===== src/rtl/ifu_fetch_ctrl.sv =====
// Instruction fetch controller: owns the fetch PC, issues single-outstanding word reads
// and buffers {pc,inst} pairs for the IDU. Optional perf counters under IFU_PERF_COUNT_EN.
module ifu_fetch_ctrl #(
  parameter logic [31:0] RESET_PC   = 32'h8000_0000,
  parameter int          FIFO_DEPTH = 2
) (
  input  logic        i_clk,
  input  logic        i_rst,
  output logic        o_mem_req,
  output logic [31:0] o_mem_addr,
  input  logic        i_mem_gnt,
  input  logic        i_mem_rvalid,
  input  logic [31:0] i_mem_rdata,
  input  logic        i_redirect,
  input  logic [31:0] i_redirect_pc,
  output logic        o_valid,
  input  logic        i_ready,
  output logic [31:0] o_inst,
  output logic [31:0] o_pc,
  output logic [31:0] o_fetch_cnt,
  output logic [31:0] o_stall_cnt,
  output logic [1:0]  o_fsm_state
);

  // Handshakes: a memory request transfers when o_mem_req & i_mem_gnt at a clock edge;
  // an instruction transfers to the IDU when o_valid & i_ready (and no redirect that cycle).
  localparam int PW = $clog2(FIFO_DEPTH);
  localparam logic [PW:0] DEPTH_C = (PW+1)'(FIFO_DEPTH);

  typedef enum logic [1:0] {
    ST_IDLE = 2'd0,
    ST_REQ  = 2'd1,
    ST_WAIT = 2'd2
  } state_t;

  state_t        state;
  logic [31:0]   pc_q;
  logic [31:0]   fetch_pc;
  logic          drop;

  logic [31:0]   fifo_pc   [FIFO_DEPTH];
  logic [31:0]   fifo_inst [FIFO_DEPTH];
  logic [PW-1:0] wr_ptr;
  logic [PW-1:0] rd_ptr;
  logic [PW:0]   cnt;
  logic [PW:0]   cnt_next;
  logic          push;
  logic          pop;

  assign o_valid     = (cnt != '0);
  assign o_inst      = fifo_inst[rd_ptr];
  assign o_pc        = fifo_pc[rd_ptr];
  assign o_mem_addr  = pc_q;
  assign o_fsm_state = state;

  // A redirect flushes the buffer, so neither a pop nor a push survives it.
  assign pop      = o_valid && i_ready && !i_redirect;
  assign push     = (state == ST_WAIT) && i_mem_rvalid && !drop && !i_redirect;
  assign cnt_next = cnt + (PW+1)'(push) - (PW+1)'(pop);

  always_ff @(posedge i_clk or posedge i_rst) begin
    if (i_rst) begin
      state     <= ST_IDLE;
      o_mem_req <= 1'b0;
      pc_q      <= RESET_PC & ~32'h3;
      fetch_pc  <= '0;
      drop      <= 1'b0;
    end else if (i_redirect) begin
      pc_q <= i_redirect_pc & ~32'h3;
      case (state)
        ST_IDLE: begin
          state     <= ST_REQ;
          o_mem_req <= 1'b1;
        end
        ST_REQ: begin
          // A read granted in this cycle is still owed a response; swallow it.
          if (i_mem_gnt) begin
            state     <= ST_WAIT;
            o_mem_req <= 1'b0;
            drop      <= 1'b1;
          end
        end
        ST_WAIT: begin
          if (i_mem_rvalid) begin
            state     <= ST_REQ;
            o_mem_req <= 1'b1;
            drop      <= 1'b0;
          end else begin
            drop <= 1'b1;
          end
        end
        default: begin
          state     <= ST_IDLE;
          o_mem_req <= 1'b0;
        end
      endcase
    end else begin
      case (state)
        ST_IDLE: begin
          if (cnt < DEPTH_C) begin
            state     <= ST_REQ;
            o_mem_req <= 1'b1;
          end
        end
        ST_REQ: begin
          if (i_mem_gnt) begin
            fetch_pc  <= pc_q;
            pc_q      <= pc_q + 32'd4;
            state     <= ST_WAIT;
            o_mem_req <= 1'b0;
          end
        end
        ST_WAIT: begin
          if (i_mem_rvalid) begin
            drop <= 1'b0;
            if (cnt_next < DEPTH_C) begin
              state     <= ST_REQ;
              o_mem_req <= 1'b1;
            end else begin
              state     <= ST_IDLE;
              o_mem_req <= 1'b0;
            end
          end
        end
        default: begin
          state     <= ST_IDLE;
          o_mem_req <= 1'b0;
        end
      endcase
    end
  end

  always_ff @(posedge i_clk or posedge i_rst) begin
    if (i_rst) begin
      wr_ptr <= '0;
      rd_ptr <= '0;
      cnt    <= '0;
      for (int i = 0; i < FIFO_DEPTH; i++) begin
        fifo_pc[i]   <= '0;
        fifo_inst[i] <= '0;
      end
    end else if (i_redirect) begin
      wr_ptr <= '0;
      rd_ptr <= '0;
      cnt    <= '0;
    end else begin
      if (push) begin
        fifo_pc[wr_ptr]   <= fetch_pc;
        fifo_inst[wr_ptr] <= i_mem_rdata;
        wr_ptr            <= wr_ptr + PW'(1);
      end
      if (pop) begin
        rd_ptr <= rd_ptr + PW'(1);
      end
      cnt <= cnt_next;
    end
  end

`ifdef IFU_PERF_COUNT_EN
  always_ff @(posedge i_clk or posedge i_rst) begin
    if (i_rst) begin
      o_fetch_cnt <= '0;
      o_stall_cnt <= '0;
    end else begin
      if (pop) begin
        o_fetch_cnt <= o_fetch_cnt + 32'd1;
      end
      if (!o_valid) begin
        o_stall_cnt <= o_stall_cnt + 32'd1;
      end
    end
  end
`else
  assign o_fetch_cnt = 32'h0;
  assign o_stall_cnt = 32'h0;
`endif

endmodule

===== config.mk =====
export PLATFORM = sky130hd
export DESIGN_NAME = ifu_fetch_ctrl
export DESIGN_NICKNAME = d
export VERILOG_FILES = /design/src/rtl/ifu_fetch_ctrl.sv
export SDC_FILE = /design/constraint.sdc
export NUM_CORES = 1
export LEC_CHECK = 0
export ABC_AREA = 1
export BUFFER_PORTS_ARGS = -buffer_cell sky130_fd_sc_hd__buf_2
export CAP_MARGIN = 0
export CORE_ASPECT_RATIO = 0.7
export CORE_MARGIN = 8
export CORE_UTILIZATION = 55
export CTS_BUF_LIST = sky130_fd_sc_hd__clkbuf_4
export CTS_CLUSTER_SIZE = 8
export DETAILED_ROUTE_END_ITERATION = 16
export HOLD_SLACK_MARGIN = 0.15
export PLACE_DENSITY = 0.87
export SYNTH_ARGS = -nofsm -noshare
export SYNTH_HDL_FRONTEND = slang
export SYNTH_SLANG_ARGS = --single-unit

===== constraint.sdc =====
create_clock -name i_clk -period 8.55 [get_ports i_clk]
set_clock_uncertainty 0.15 [all_clocks]
set_input_delay 1.71 -clock i_clk [delete_from_list [all_inputs] [get_ports i_clk]]
set_output_delay 1.71 -clock i_clk [all_outputs]
set_load 0.01 [all_outputs]

# ---- Word-level counts from Yosys, hierarchy flattened
# Index checks and enable logic that the tools add are counted.
# Widths: inputs -> output; s select.
dict set report totals {
  reg_bits 200
  out_inout_bits 164
}
dict set report classes {
  bitwise 3
  n_reduce_logical 22
  magnitude_cmp 5
  addsub 5
  n_mux 40
  eq_ne 5
}
# operator n
set ops {}
lappend ops {{$mux 32} 10}
lappend ops {{$bwmux 64} 2}
lappend ops {{$add 32x3->32 const B} 1}
lappend ops {{$demux 32 s1} 1}
lappend ops {{$mux 1} 16}
lappend ops {{$reduce_bool 2->1} 8}
lappend ops {{$mux 2} 6}
lappend ops {{$pmux 2 s3} 2}
lappend ops {{$logic_and 1x1->1} 6}
lappend ops {{$ne 3x3->1 const B} 2}
lappend ops {{$pmux 1 s3} 2}
lappend ops {{$reduce_and 2->1} 3}
lappend ops {{$ge 2x2->1 const B} 2}
lappend ops {{$lt 2x2->1 const B} 2}
lappend ops {{$not 1->2} 2}
lappend ops {{$reduce_and 4->1} 1}
lappend ops {{$reduce_and 3->1} 1}
lappend ops {{$add 1x1->1 const B} 2}
lappend ops {{$add 2x1->2} 1}
lappend ops {{$eq 2x1->1 const B} 1}
lappend ops {{$eq 2x2->1 const B} 1}
lappend ops {{$logic_not 1->1} 2}
lappend ops {{$logic_not 2->1} 1}
lappend ops {{$lt 2x1->1 const B} 1}
lappend ops {{4 further kinds} 4}

# ---- Logic depth before layout (Yosys ltp)
# Gate-level depths: netlist of run 1.
dict set report logic_depth {
  depth_word 11
  mapped_depth 15
  mapped_depth_nobuf 15
}

# ---- Worst setup path after synthesis of run 1
# OpenSTA, ideal clock, no wires.
dict set report synth_path {
  path_type {input to register}
  start {in i_redirect}
  end {reg state[0], in the netlist o_fsm_state[0]}
  required_time_ns 8.273
  stages 13
  setup_slack_ns 5.073
  n_path_buf 2
  arrival_ns 3.200
  path_cell_list {buf_2 buf_1 nor2_1 ha_1 inv_1 ha_1 xor2_1 nand2_1 nand3_1 nand2_1 nand2_1 nand2_1 o21ai_0}
}
dict set report synth_via {
  elab_chain_cells 9
  word_cells_on_any_way 12
}
# element line
set synth_rtl {}
lappend synth_rtl {{from (decl)} 14} ;# input logic i_redirect,
lappend synth_rtl {{$logic_not 1->1} {57, 58}}
lappend synth_rtl {{$logic_and 1x1->1} 58} ;# assign push = (state == ST_WAIT) && i_mem_rvalid && !drop && !i_redirect;
lappend synth_rtl {{$add 2x1->2} 59} ;# assign cnt_next = cnt + (PW+1)'(push) - (PW+1)'(pop);
lappend synth_rtl {{$sub 2x1->2} 59}
lappend synth_rtl {{$lt 2x2->1} 116} ;# if (cnt_next < DEPTH_C) begin
lappend synth_rtl {{$mux 1} 116}
lappend synth_rtl {{$mux 2} 114} ;# if (i_mem_rvalid) begin
lappend synth_rtl {{$pmux 2 s3} 98} ;# case (state)
lappend synth_rtl {{$mux 2} 68} ;# end else if (i_redirect) begin
lappend synth_rtl {{to (signal assigned)} 72} ;# state <= ST_REQ;
lappend synth_rtl {{to (signal assigned)} 101} ;# state <= ST_REQ;
lappend synth_rtl {{to (signal assigned)} 117} ;# state <= ST_REQ;
lappend synth_rtl {{to (decl)} 36} ;# state_t state;
# Parallel ways exist; a longest one is shown, timed or not. The select of a mux whose other input is x is not followed.
# A chain may end at the register's enable or synchronous reset.

# ---- Final worst setup path of run 1
dict set report layout_path {
  start {reg rd_ptr}
  end {out o_pc[10]}
}
dict set report layout_via {
  elab_chain_cells 4
}
# element line
set layout_rtl {}
lappend layout_rtl {{from (decl)} 44} ;# logic [PW-1:0] rd_ptr;
lappend layout_rtl {{from (signal assigned)} 153} ;# rd_ptr <= rd_ptr + PW'(1);
lappend layout_rtl {{$not 1->2 (implied by the code)} 52} ;# assign o_pc = fifo_pc[rd_ptr];
lappend layout_rtl {{$mux 32 (implied by the code) (3 in series)} 52}
lappend layout_rtl {{to (decl)} 19} ;# output logic [31:0] o_pc,
# No other way between the ends. The select of a mux whose other input is x is not followed.

==> metrics.md, run 1 <==
| Metric | Value |
|---|---|
| Relative slew slack | `28.29%` |
| Top Metal Used | `met4` |
| Met3 wire length | `2179 um` |
| Synth Area in Simple Gates | `25.09%` |
| Area grow syn2layout | `10.02%` |
| Die extent in x | `173.9 um` |
| Final hold slack | `0.3511 ns` |
| Hold Crit Class | `reg2reg` |
| Mux contribution to synthesized area | `0%` |
| Number of setup violations in the final report | `0` |
| Initial drt markers | `1045` |
| Initial antenna violation count | `0` |
| Distinct cells, synth | `42` |
| Max incr delay on CP | `0.57 ns` |
| RSZ-0062 raised after global routing | `no` |
| Fin crit period | `4.349 ns` |
| Avg Cell Area, Syn | `7.822 um^2` |
| Dpl cell area | `10260 um^2` |
| Worst-path fanout max | `64` |
| Gate Count Post-Synth | `1227` |
| Clock buffer depth | `2` |
| Inserted Diodes | `0` |
| Dominant cell by count in the synthesized netlist | `nand2_1` |
| Post-CTS Hold Buffers | `0` |
| Final Hold Violating Endpoints | `0` |
| Worst Path Arrival | `2.49 ns` |
| Metal2 WL | `11060 um` |
| F_max | `0.2299 GHz` |
| Asr flop ratio synth | `100.0%` |
| TritonCTS buffer count | `17` |
| Largest family of logic cells by synthesized area | `simple AND/OR/NAND/NOR gates` |
| Number of remaining DRC errors | `0` |
| Crit-path cells | `buf_4 -> inv_2 -> buf_4 -> nand2_1 -> nand2_1 -> buf_2` |
| GP Congestion | `0.8663` |
| Final HPWL DP | `16540 um` |
| Root buffer cell | `clkbuf_4` |
| Non-filler instance count after layout | `1604` |
| Yosys reg bits | `192` |
| Multi-input logic area | `3866 um^2` |
| Post-layout util | `61.70%` |
| Post-DR wirelength/cell | `14.93 um` |
| Xor/xnor share of the synthesized area | `0.2738%` |
| Worst path top cell family by delay | `buffers and inverters` |
| I/O pins | `234` |
| Synth Area in Compound Gates | `11.16%` |
| Clk sinks | `192` |
| Setup TNS | `0 ns` |
| Post-CTS setup repair buffer count | `0` |
| Fraction of layout cells with a size suffix above 1 | `16.75%` |
| Fin area | `10560 um^2` |
| WL met1 | `10560 um` |
| Placed cell count | `1572` |
| CTS tree | `done` |
| Clock Pin Slew Worst Setup and Hold Paths | `0.16 ns` |
| Max-cap violations | `0` |
| Area fraction of the dominant cell type after synthesis | `49.80%` |
| H-tree Lvls | `4` |
| Most common library cells after synthesis | `455 x nand2_1, 191 x dfrtp_1, 167 x o21ai_0` |
| Vias in the first global route | `7553` |
| Total GRT Usage | `21.68%` |
| Net count, final | `1437` |
| Fin crit share | `50.87%` |
| Pin count of the biggest net entering global routing | `119` |
| Cell taking the most area after synthesis | `dfrtp_1` |
| DRT Pass-1 Iters | `5` |
| Mapped Area | `9598 um^2` |
| Crit path launch type | `flip-flop` |
| Run status | `finished, final reports clean` |
| DRT Wirelength | `23940 um` |
| Yosys warns | `0` |
| Global route total overflow | `0` |
| CORE AREA | `17120 um^2` |
| Critical Path RT | `6.69 ns` |
| Post-synth EDFFs | `0` |
| Top cells by area, synth | `dfrtp_1 50%, nand2_1 18%, o21ai_0 8.7%` |
| Routed vias | `8108` |
| DRT antenna net count | `0` |
| Slew Viols, Final | `0` |
| Synth Area in Adders | `0.9125%` |
| Row count | `40` |
| Worst VDD drop | `0.1772 mV` |
| Clock latency on the worst-skew pair | `0.57 ns` |
| Via/cell ratio | `5.055` |
| Worst setup EP type | `primary output` |
| Bufs and invs on worst path | `4` |
| # resized after CTS | `0` |
| Filler Cell Count | `1565` |
| Crit-path slowest cell | `buf_4` |
| IO buf count | `163` |
| Pwr/cell area | `257.3 nW/um^2` |
| Die area | `22000 um^2` |
| Initial Util | `56.07%` |
| Leak | `5.770 nW` |
| Die height | `126.5 um` |
| First-pass GRT wire length | `39280 um` |
| Flip-flop and latch area | `4807 um^2` |
| Setup Crit Path Kind | `reg2out` |
| Ys flop type | `dfrtp_1` |
| Sequential-to-total area share from yosys stat | `50.07%` |
| Worst slew pin tran | `1.076 ns` |
[final timing paths]
path | cells after the start | to | startpoint | slack (ns)
max | 6 | o_pc[10] | rd_ptr | 4.20
min in group asynchronous | 2 | fifo_pc[54] | i_rst | 1.15
min | 2 | fifo_pc[42] | fifo_pc[42] | 0.35
max in group asynchronous | 3 | rd_ptr | i_rst | 5.50
min reg2reg | 2 | fifo_pc[42] | fifo_pc[42] | 0.35
max reg2reg | 8 | o_mem_addr[18] | o_fsm_state[1] | 5.90
[power breakdown]
group / total (mW) / switching (mW) / internal [mW]
Clock: 0.521 / 0.336 / 0.185
Combinational: 0.882 / 0.562 / 0.320
Sequential: 1.31 / 0.158 / 1.16
[stage by stage]
stage | power, mW | setup slack, ns
detailed placement | 2.219 | 4.229
finish | 2.717 | 4.201
global placement | 2.175 | 4.338
CTS | 2.736 | 4.145
floorplan | 1.887 | 1.464
global route | 2.925 | 4.004
[logic make-up after synthesis]
| logic type | count (synthesis) |
|---|---|
| and+or+nand+nor | 585 |
| other | 1 |
| xor gates and xnor gates | 3 |
| buffers and inverters | 236 |
| AOI/OAI and AO/OA | 203 |
| DFF | 192 |
| adders and majority gates | 7 |
[layout by cell type, fill, tap and decap left out, drive strengths merged, types with 2 or more instances in the layout]
cell type,count
nor3,2
clkinvlp,2
dfrtp,191
nor2,66
nand3,42
nand2,462
o21bai,2
o21ai,172
xor2,2
clkinv,5
nand3b,4
o311ai,2
o211ai,7
nand4,5
buf,169
or2,4
clkbuf,17
a21oi,11
o21a,3
bufinv,2
ha,7
conb,68
inv,120
[area by class of cell]
| cell class | count | share of cell area (%) |
|---|---|---|
| sequential | 192 | 45.52 |
| multi-input combinational | 866 | 36.61 |
| timing repair buffer | 169 | 8.152 |
| inverter | 114 | 4.111 |
| tap | 231 | 2.737 |
| clock inverter | 15 | 1.659 |
| clock buffer | 17 | 1.209 |
[worst reg2reg max path, cell delays in order, from the launching register on]
cell      delay, ns
dfrtp_1        0.48
inv_1          0.11
ha_1           0.21
nand2_1        0.20
nor2_4         0.12
buf_4          0.47
inv_2          0.32
or2_0          0.33
o211ai_1       0.19
[flip-flops by register name (all words and copies together) (netlist names)]
name / flops
fifo_pc: 60
o_fsm_state: 2
o_mem_req: 1
rd_ptr: 1
fifo_inst: 64
drop: 1
wr_ptr: 1
o_mem_addr: 30
fetch_pc: 30
cnt: 2
[layer usage]
metal	track usage (%)	up-vias
met2	33.78	318
met5	0	-
li1	-	3979
met1	29.49	3796
met3	7.261	15
met4	3.609	0
No activity file was read; power rests on OpenSTA's default activity.
==> run 2, diff against run 1 <==
ABC_AREA = 0   (was 1)
clock period = 4.5 ns   (was 8.55 ns; I/O delays follow)
==> run 2 against run 1 <==
Setup slack worse by 3.0 ns. Critical path type unchanged. Sequential share of layout area up 1.1 points. Clock-buffer cell count up 1. Via count down 27%. Highest routed layer is now met5. Final cell count down 30%. First-iteration DRC count down 57%. Cell area down 2.3%.
==> metrics.md, run 2 <==
| Metric | Value |
|---|---|
| Fin crit period | `3.287 ns` |
| Worst Path Arrival | `2.24 ns` |
| Synth Area in Adders | `0.9576%` |
| Filler Cell Count | `1316` |
| Number of setup violations in the final report | `0` |
| Asr flop ratio synth | `100.0%` |
| Final HPWL DP | `14410 um` |
| Max-cap violations | `0` |
| Flip-flop and latch area | `4807 um^2` |
| Crit-path slowest cell | `dfrtp_2` |
| Most common cell after layout, fill and taps aside | `mux2_2` |
| Relative slew slack | `39.58%` |
| Reg2reg setup slack | `1.60 ns` |
| CTS tree | `done` |
| Fraction of layout cells with a size suffix above 1 | `47.26%` |
| Final Hold Violating Endpoints | `0` |
| P_int | `3.366 mW` |
| Post-CTS Hold Buffers | `0` |
| Top cells by area, synth | `dfrtp_1 52%, mux2_2 26%, buf_4 5.6%` |
| Worst setup EP type | `primary output` |
| DRT Wirelength | `20360 um` |
| Clock share of power | `22.3%` |
| Worst-path fanout max | `43` |
| Critical Path RT | `3.45 ns` |
| Ys flop type | `dfrtp_1` |
| Die extent in x | `170.1 um` |
| Biggest register | `fifo_inst` |
| Worst slew pin tran | `0.9052 ns` |
| Global route total overflow | `0` |
| Mapped Area | `9146 um^2` |
| RSZ-0062 raised after global routing | `no` |
| Placement-stage worst setup slack | `1.140 ns` |
| Net count, final | `959` |
| Sequential-to-total area share from yosys stat | `52.54%` |
| # resized after CTS | `0` |
| F_max | `0.3042 GHz` |
| Area grow syn2layout | `12.75%` |
| DRT antenna net count | `0` |
| Run status | `finished, final reports clean` |
| Clk sinks | `192` |
| Synth Area in Simple Gates | `6.881%` |
| Fin area | `10310 um^2` |
| Initial drt markers | `451` |
| Max incr delay on CP | `0.78 ns` |
| Setup TNS | `0 ns` |
| Leak | `5.288 nW` |
| Largest family of logic cells by synthesized area | `multiplexers` |
| Most frequent cells in the layout | `212 x mux2_2, 190 x dfrtp_1, 163 x buf_2` |
| Dominant cell by count in the synthesized netlist | `mux2_2` |
| Post-synth EDFFs | `0` |
| P_sw | `1.516 mW` |
| Max reg flops | `64` |
| Crit path launch type | `flip-flop` |
| Final worst setup slack | `1.213 ns` |
| Vias in the first global route | `6117` |
| TritonCTS buffer count | `17` |
| Clock Pin Slew Worst Setup and Hold Paths | `0.15 ns` |
| Pwr/cell area | `473.4 nW/um^2` |
| Total GRT Usage | `19.42%` |
| Yosys warns | `0` |
| Sequential Power Share | `49.5%` |
| Most common library cells after synthesis | `212 x mux2_2, 191 x dfrtp_1, 68 x buf_4` |
| DRT Pass-1 Iters | `5` |
| Setup Crit Path Kind | `reg2out` |
| Row count | `39` |
| Area fraction of the dominant cell type after synthesis | `52.26%` |
| Synth Area in Compound Gates | `4.159%` |
| Fin crit share | `73.04%` |
| Switching share of power | `31.06%` |
| Combinational Power Share | `28.2%` |
| Clock latency on the worst-skew pair | `0.55 ns` |
| Initial Util | `56.12%` |
| Initial antenna violation count | `1` |
| Routed vias | `5931` |
| CORE AREA | `16300 um^2` |
| GP Congestion | `0.8055` |
| Die area | `21080 um^2` |
| Post-CTS setup repair buffer count | `0` |
| Multi-input logic area | `3906 um^2` |
| Avg Cell Area, Syn | `12.55 um^2` |
| Via/cell ratio | `5.296` |
| Hold Crit Class | `in2async` |
| Cell taking the most area after synthesis | `dfrtp_1` |
| Clock buffer depth | `2` |
| Xor/xnor share of the synthesized area | `1.436%` |
| Root buffer cell | `clkbuf_4` |
| H-tree Lvls | `4` |
| Inserted Diodes | `0` |
| Largest regs | `fifo_inst: 64 flops, fifo_pc: 60 flops` |
| Worst VDD drop | `0.2529 mV` |
| Dpl cell area | `9966 um^2` |
| Crit-path cells | `buf_12 -> mux2_2 -> buf_2` |
| Slew Viols, Final | `0` |
| Die height | `123.9 um` |
| First-pass GRT wire length | `32330 um` |
| Number of remaining DRC errors | `0` |
| Post-DR wirelength/cell | `18.18 um` |
| Total power | `4.882 mW` |
| Mux contribution to synthesized area | `26.32%` |
| Gate Count Post-Synth | `729` |
| Yosys reg bits | `192` |
| I/O pins | `234` |
| Pin count of the biggest net entering global routing | `90` |
| IO buf count | `163` |
| Distinct cells, synth | `45` |
[run 2: cell count changes after synthesis, sizes merged, moves of 16 or more]
| cell | previous run | this run |
|---|---|---|
| inv | 113 | 13 |
| nand2 | 462 | 37 |
| nor2 | 66 | 22 |
| buf | 95 | 79 |
| mux2 | 0 | 212 |
| nand3 | 42 | 8 |
| o21ai | 172 | 26 |
[run 2: layout make-up]
class / count / area share, %
Multi-Input combinational cell: 488 / 37.88
Clock inverter: 14 / 2.050
Tap cell: 225 / 2.730
Sequential cell: 192 / 46.61
Timing Repair Buffer: 170 / 8.906
Inverter: 13 / 0.5096
Clock buffer: 18 / 1.310
[run 2: worst paths after layout]
check | end | from | cells past startpoint
setup reg to reg | o_fsm_state[0] | o_fsm_state[0] | 12
max in group asynchronous | o_mem_addr[2] | i_rst | 3
setup / recovery | o_inst[9] | rd_ptr | 3
min in group i_clk | fifo_pc[17] | fifo_pc[17] | 1
hold / removal | fifo_pc[8] | i_rst | 2
hold reg to reg | fifo_pc[17] | fifo_pc[17] | 1
[run 2: cell families (layout without fill, tap and decap cells)]
| logic type | Yosys count | after routing |
|---|---|---|
| buf+inv | 116 | 215 |
| mux | 214 | 214 |
| flops | 192 | 192 |
| simple gates | 122 | 122 |
| xor+xnor | 15 | 15 |
| compound gates | 62 | 62 |
| other cells | 1 | 68 |
| fa+ha+maj | 7 | 7 |
[run 2: power by group through the flow]
stage                     registers (mW)  logic [mW]  clock network (mW)
after floorplan                     2.37       0.960                   0
after global placement              2.42        1.35                   0
after detailed placement            2.45        1.38                   0
after CTS                           2.42        1.40                1.11
after global routing                2.48        1.51                1.19
final                               2.42        1.38                1.09
[run 2: worst max-delay path, delay by kind of cell (launching register included)]
family	cells	cell delay [ns]
flip-flops	1	0.78
multiplexers	1	0.39
buffers and inverters	2	0.47
[run 2: metal layers]
| metal | GRT usage, % | share of wire [%] | routed length, um | vias up |
|---|---|---|---|---|
| met4 | 4.151 | 0.37 | 75 | 2 |
| met1 | 26.90 | 46 | 9375 | 2950 |
| met2 | 29.16 | 45 | 9216 | 201 |
| li1 | - | - | - | 2767 |
| met5 | 0 | 0.064 | 13 | - |
| met3 | 6.871 | 8.2 | 1674 | 11 |
[run 2: through the flow]
stage                     hold WS (ns)  util [%]  cells
after CTS                       0.2548     63.27   1120
after floorplan                 0.3121         -    796
final                           0.2730     63.27   1120
after global routing            0.2612     63.27   1120
after global placement          0.3311     61.15   1088
after detailed placement        0.3371     61.15   1088
==> run 3, diff against run 2 <==
clock period = 3.44 ns   (was 4.5 ns; I/O delays follow)
==> run 3 against run 2 <==
Global-route usage is 0.27 points higher. Via count hardly changed. Wire length is 1.2% higher. Critical path type unchanged. Die area stayed put.
==> metrics.md, run 3 (synthesized netlist as in run 2, its figures left out) <==
| Metric | Value |
|---|---|
| Slew Viols, Final | `0` |
| Worst setup EP type | `primary output` |
| Die area | `21080 um^2` |
| Worst Path Arrival | `2.11 ns` |
| Root buffer cell | `clkbuf_4` |
| Inserted Diodes | `0` |
| Multi-input logic area | `3906 um^2` |
| Min-delay src | `i_redirect_pc[11]` |
| Crit-path slowest cell | `dfrtp_2` |
| Met1 Track Usage GR | `26.88%` |
| Vias in the first global route | `6174` |
| Max-cap violations | `0` |
| Total GRT Usage | `19.69%` |
| Net count, final | `971` |
| Critical Path RT | `2.60 ns` |
| DRT antenna net count | `0` |
| CORE AREA | `16300 um^2` |
| Area grow syn2layout | `13.53%` |
| Die height | `123.9 um` |
| GP Congestion | `0.8382` |
| Initial Util | `56.12%` |
| Flip-flop and latch area | `4807 um^2` |
| Met2 Resource Use GR | `30.15%` |
| Setup Crit Path Kind | `reg2out` |
| Pwr/cell area | `595.0 nW/um^2` |
| Via/cell ratio | `5.242` |
| F_max | `0.3398 GHz` |
| Crit path from | `rd_ptr` |
| Worst r2r src | `o_fsm_state[1]` |
| Run status | `finished, final reports clean` |
| Filler Cell Count | `1297` |
| H-tree Lvls | `4` |
| Final worst setup slack | `0.4969 ns` |
| Relative slew slack | `42.39%` |
| Setup TNS | `0 ns` |
| Largest regs | `fifo_inst: 64 flops, fifo_pc: 60 flops` |
| Fin crit period | `2.943 ns` |
| Crit path launch type | `flip-flop` |
| Clk sinks | `192` |
| Crit-path cells | `buf_12 -> mux2_2 -> buf_2` |
| Placement-stage worst setup slack | `0.6314 ns` |
| Final Hold Violating Endpoints | `0` |
| First-pass GRT wire length | `32560 um` |
| Final HPWL DP | `14680 um` |
| Initial drt markers | `501` |
| Post-DR wirelength/cell | `18.19 um` |
| Fin crit share | `85.56%` |
| DRT Pass-1 Iters | `4` |
| Leak | `5.316 nW` |
| Clock buffer depth | `2` |
| Row count | `39` |
| Max incr delay on CP | `0.62 ns` |
| RSZ-0062 raised after global routing | `no` |
| M3 GR Usage | `6.048%` |
| IO buf count | `163` |
| Worst-path fanout max | `53` |
| Hold Crit Class | `in2reg` |
| Most frequent cells in the layout | `212 x mux2_2, 190 x dfrtp_1, 163 x buf_2` |
| I/O pins | `234` |
| Number of remaining DRC errors | `0` |
| GR peak layer | `met2` |
| CTS tree | `done` |
| Fraction of layout cells with a size suffix above 1 | `47.19%` |
| Most common cell after layout, fill and taps aside | `mux2_2` |
| Clock latency on the worst-skew pair | `0.56 ns` |
| Worst VDD drop | `0.3394 mV` |
| Worst slew pin tran | `0.8631 ns` |
| Post-CTS setup repair buffer count | `0` |
| Max reg flops | `64` |
| Number of setup violations in the final report | `0` |
| Die extent in x | `170.1 um` |
| TritonCTS buffer count | `17` |
| Initial antenna violation count | `0` |
| Pin count of the biggest net entering global routing | `70` |
| Routed vias | `5934` |
| DRT Wirelength | `20590 um` |
| Global route total overflow | `0` |
| Biggest register | `fifo_inst` |
| Clock Pin Slew Worst Setup and Hold Paths | `0.15 ns` |
run 3: changes by cell type in the layout (fill, tap and decap cells not counted), sizes merged:
cell / before / now
clkbuf: 18 / 21
clkinvlp: 1 / 3
dlygate4sd3: 0 / 7
clkinv: 7 / 6
buf: 170 / 175
inv: 14 / 13
bufinv: 5 / 2
run 3: layer usage:
layer	routed length, um	share of wire, %	vias to the layer above
li1	-	-	2772
met1	9215	45	2959
met2	9555	46	188
met3	1652	8.0	15
met4	170	0.83	0
met5	0	0	-
run 3: timing repair:
item                                   CTS  global route
endpoints found under the hold margin   14             0
resized for setup                        0             0
hold buffers                             7             0
run 3: area by class of cell:
cell class	instances	area share (%)
tap	225	2.711
multi-input combinational	488	37.62
timing repair buffer	182	10.24
sequential	192	46.29
inverter	13	0.5061
clock buffer	21	1.518
clock inverter	11	1.109
run 3: worst paths after layout:
path | end | depth (start not counted) | slack [ns]
max in group asynchronous | rd_ptr | 4 | 2.03
min in group asynchronous | fifo_inst[30] | 3 | 0.48
worst max-delay path | o_inst[23] | 3 | 0.50
worst max register to register | o_mem_addr[24] | 6 | 0.59
worst min-delay path | o_mem_addr[11] | 3 | 0.20
worst min register to register | fifo_pc[19] | 1 | 0.37
run 3: per-stage QoR:
step | hold slack (ns) | total power [mW] | cells | instance area (um^2) | utilization (%)
floorplan | 0.3121 | 4.357 | 796 | 9402 | -
global placement | 0.3291 | 4.950 | 1093 | 10040 | 61.61
detailed placement | 0.3372 | 5.041 | 1093 | 10040 | 61.61
CTS | 0.1501 | 6.243 | 1132 | 10380 | 63.71
global route | 0.1531 | 6.571 | 1132 | 10380 | 63.71
finish | 0.1968 | 6.179 | 1132 | 10380 | 63.71
run 3: worst max-delay path, delay by kind of cell, from the launching register on:
kind,cells,cell delay (ns)
flops,1,0.62
buf+inv,2,0.49
mux,1,0.40
run 3: power breakdown:
group	total [mW]	internal (mW)	switching [mW]	leakage (nW)
sequential	3.17	2.79	0.377	2.53
clock	1.18	0.459	0.724	0.149
combinational	1.83	0.969	0.861	2.64
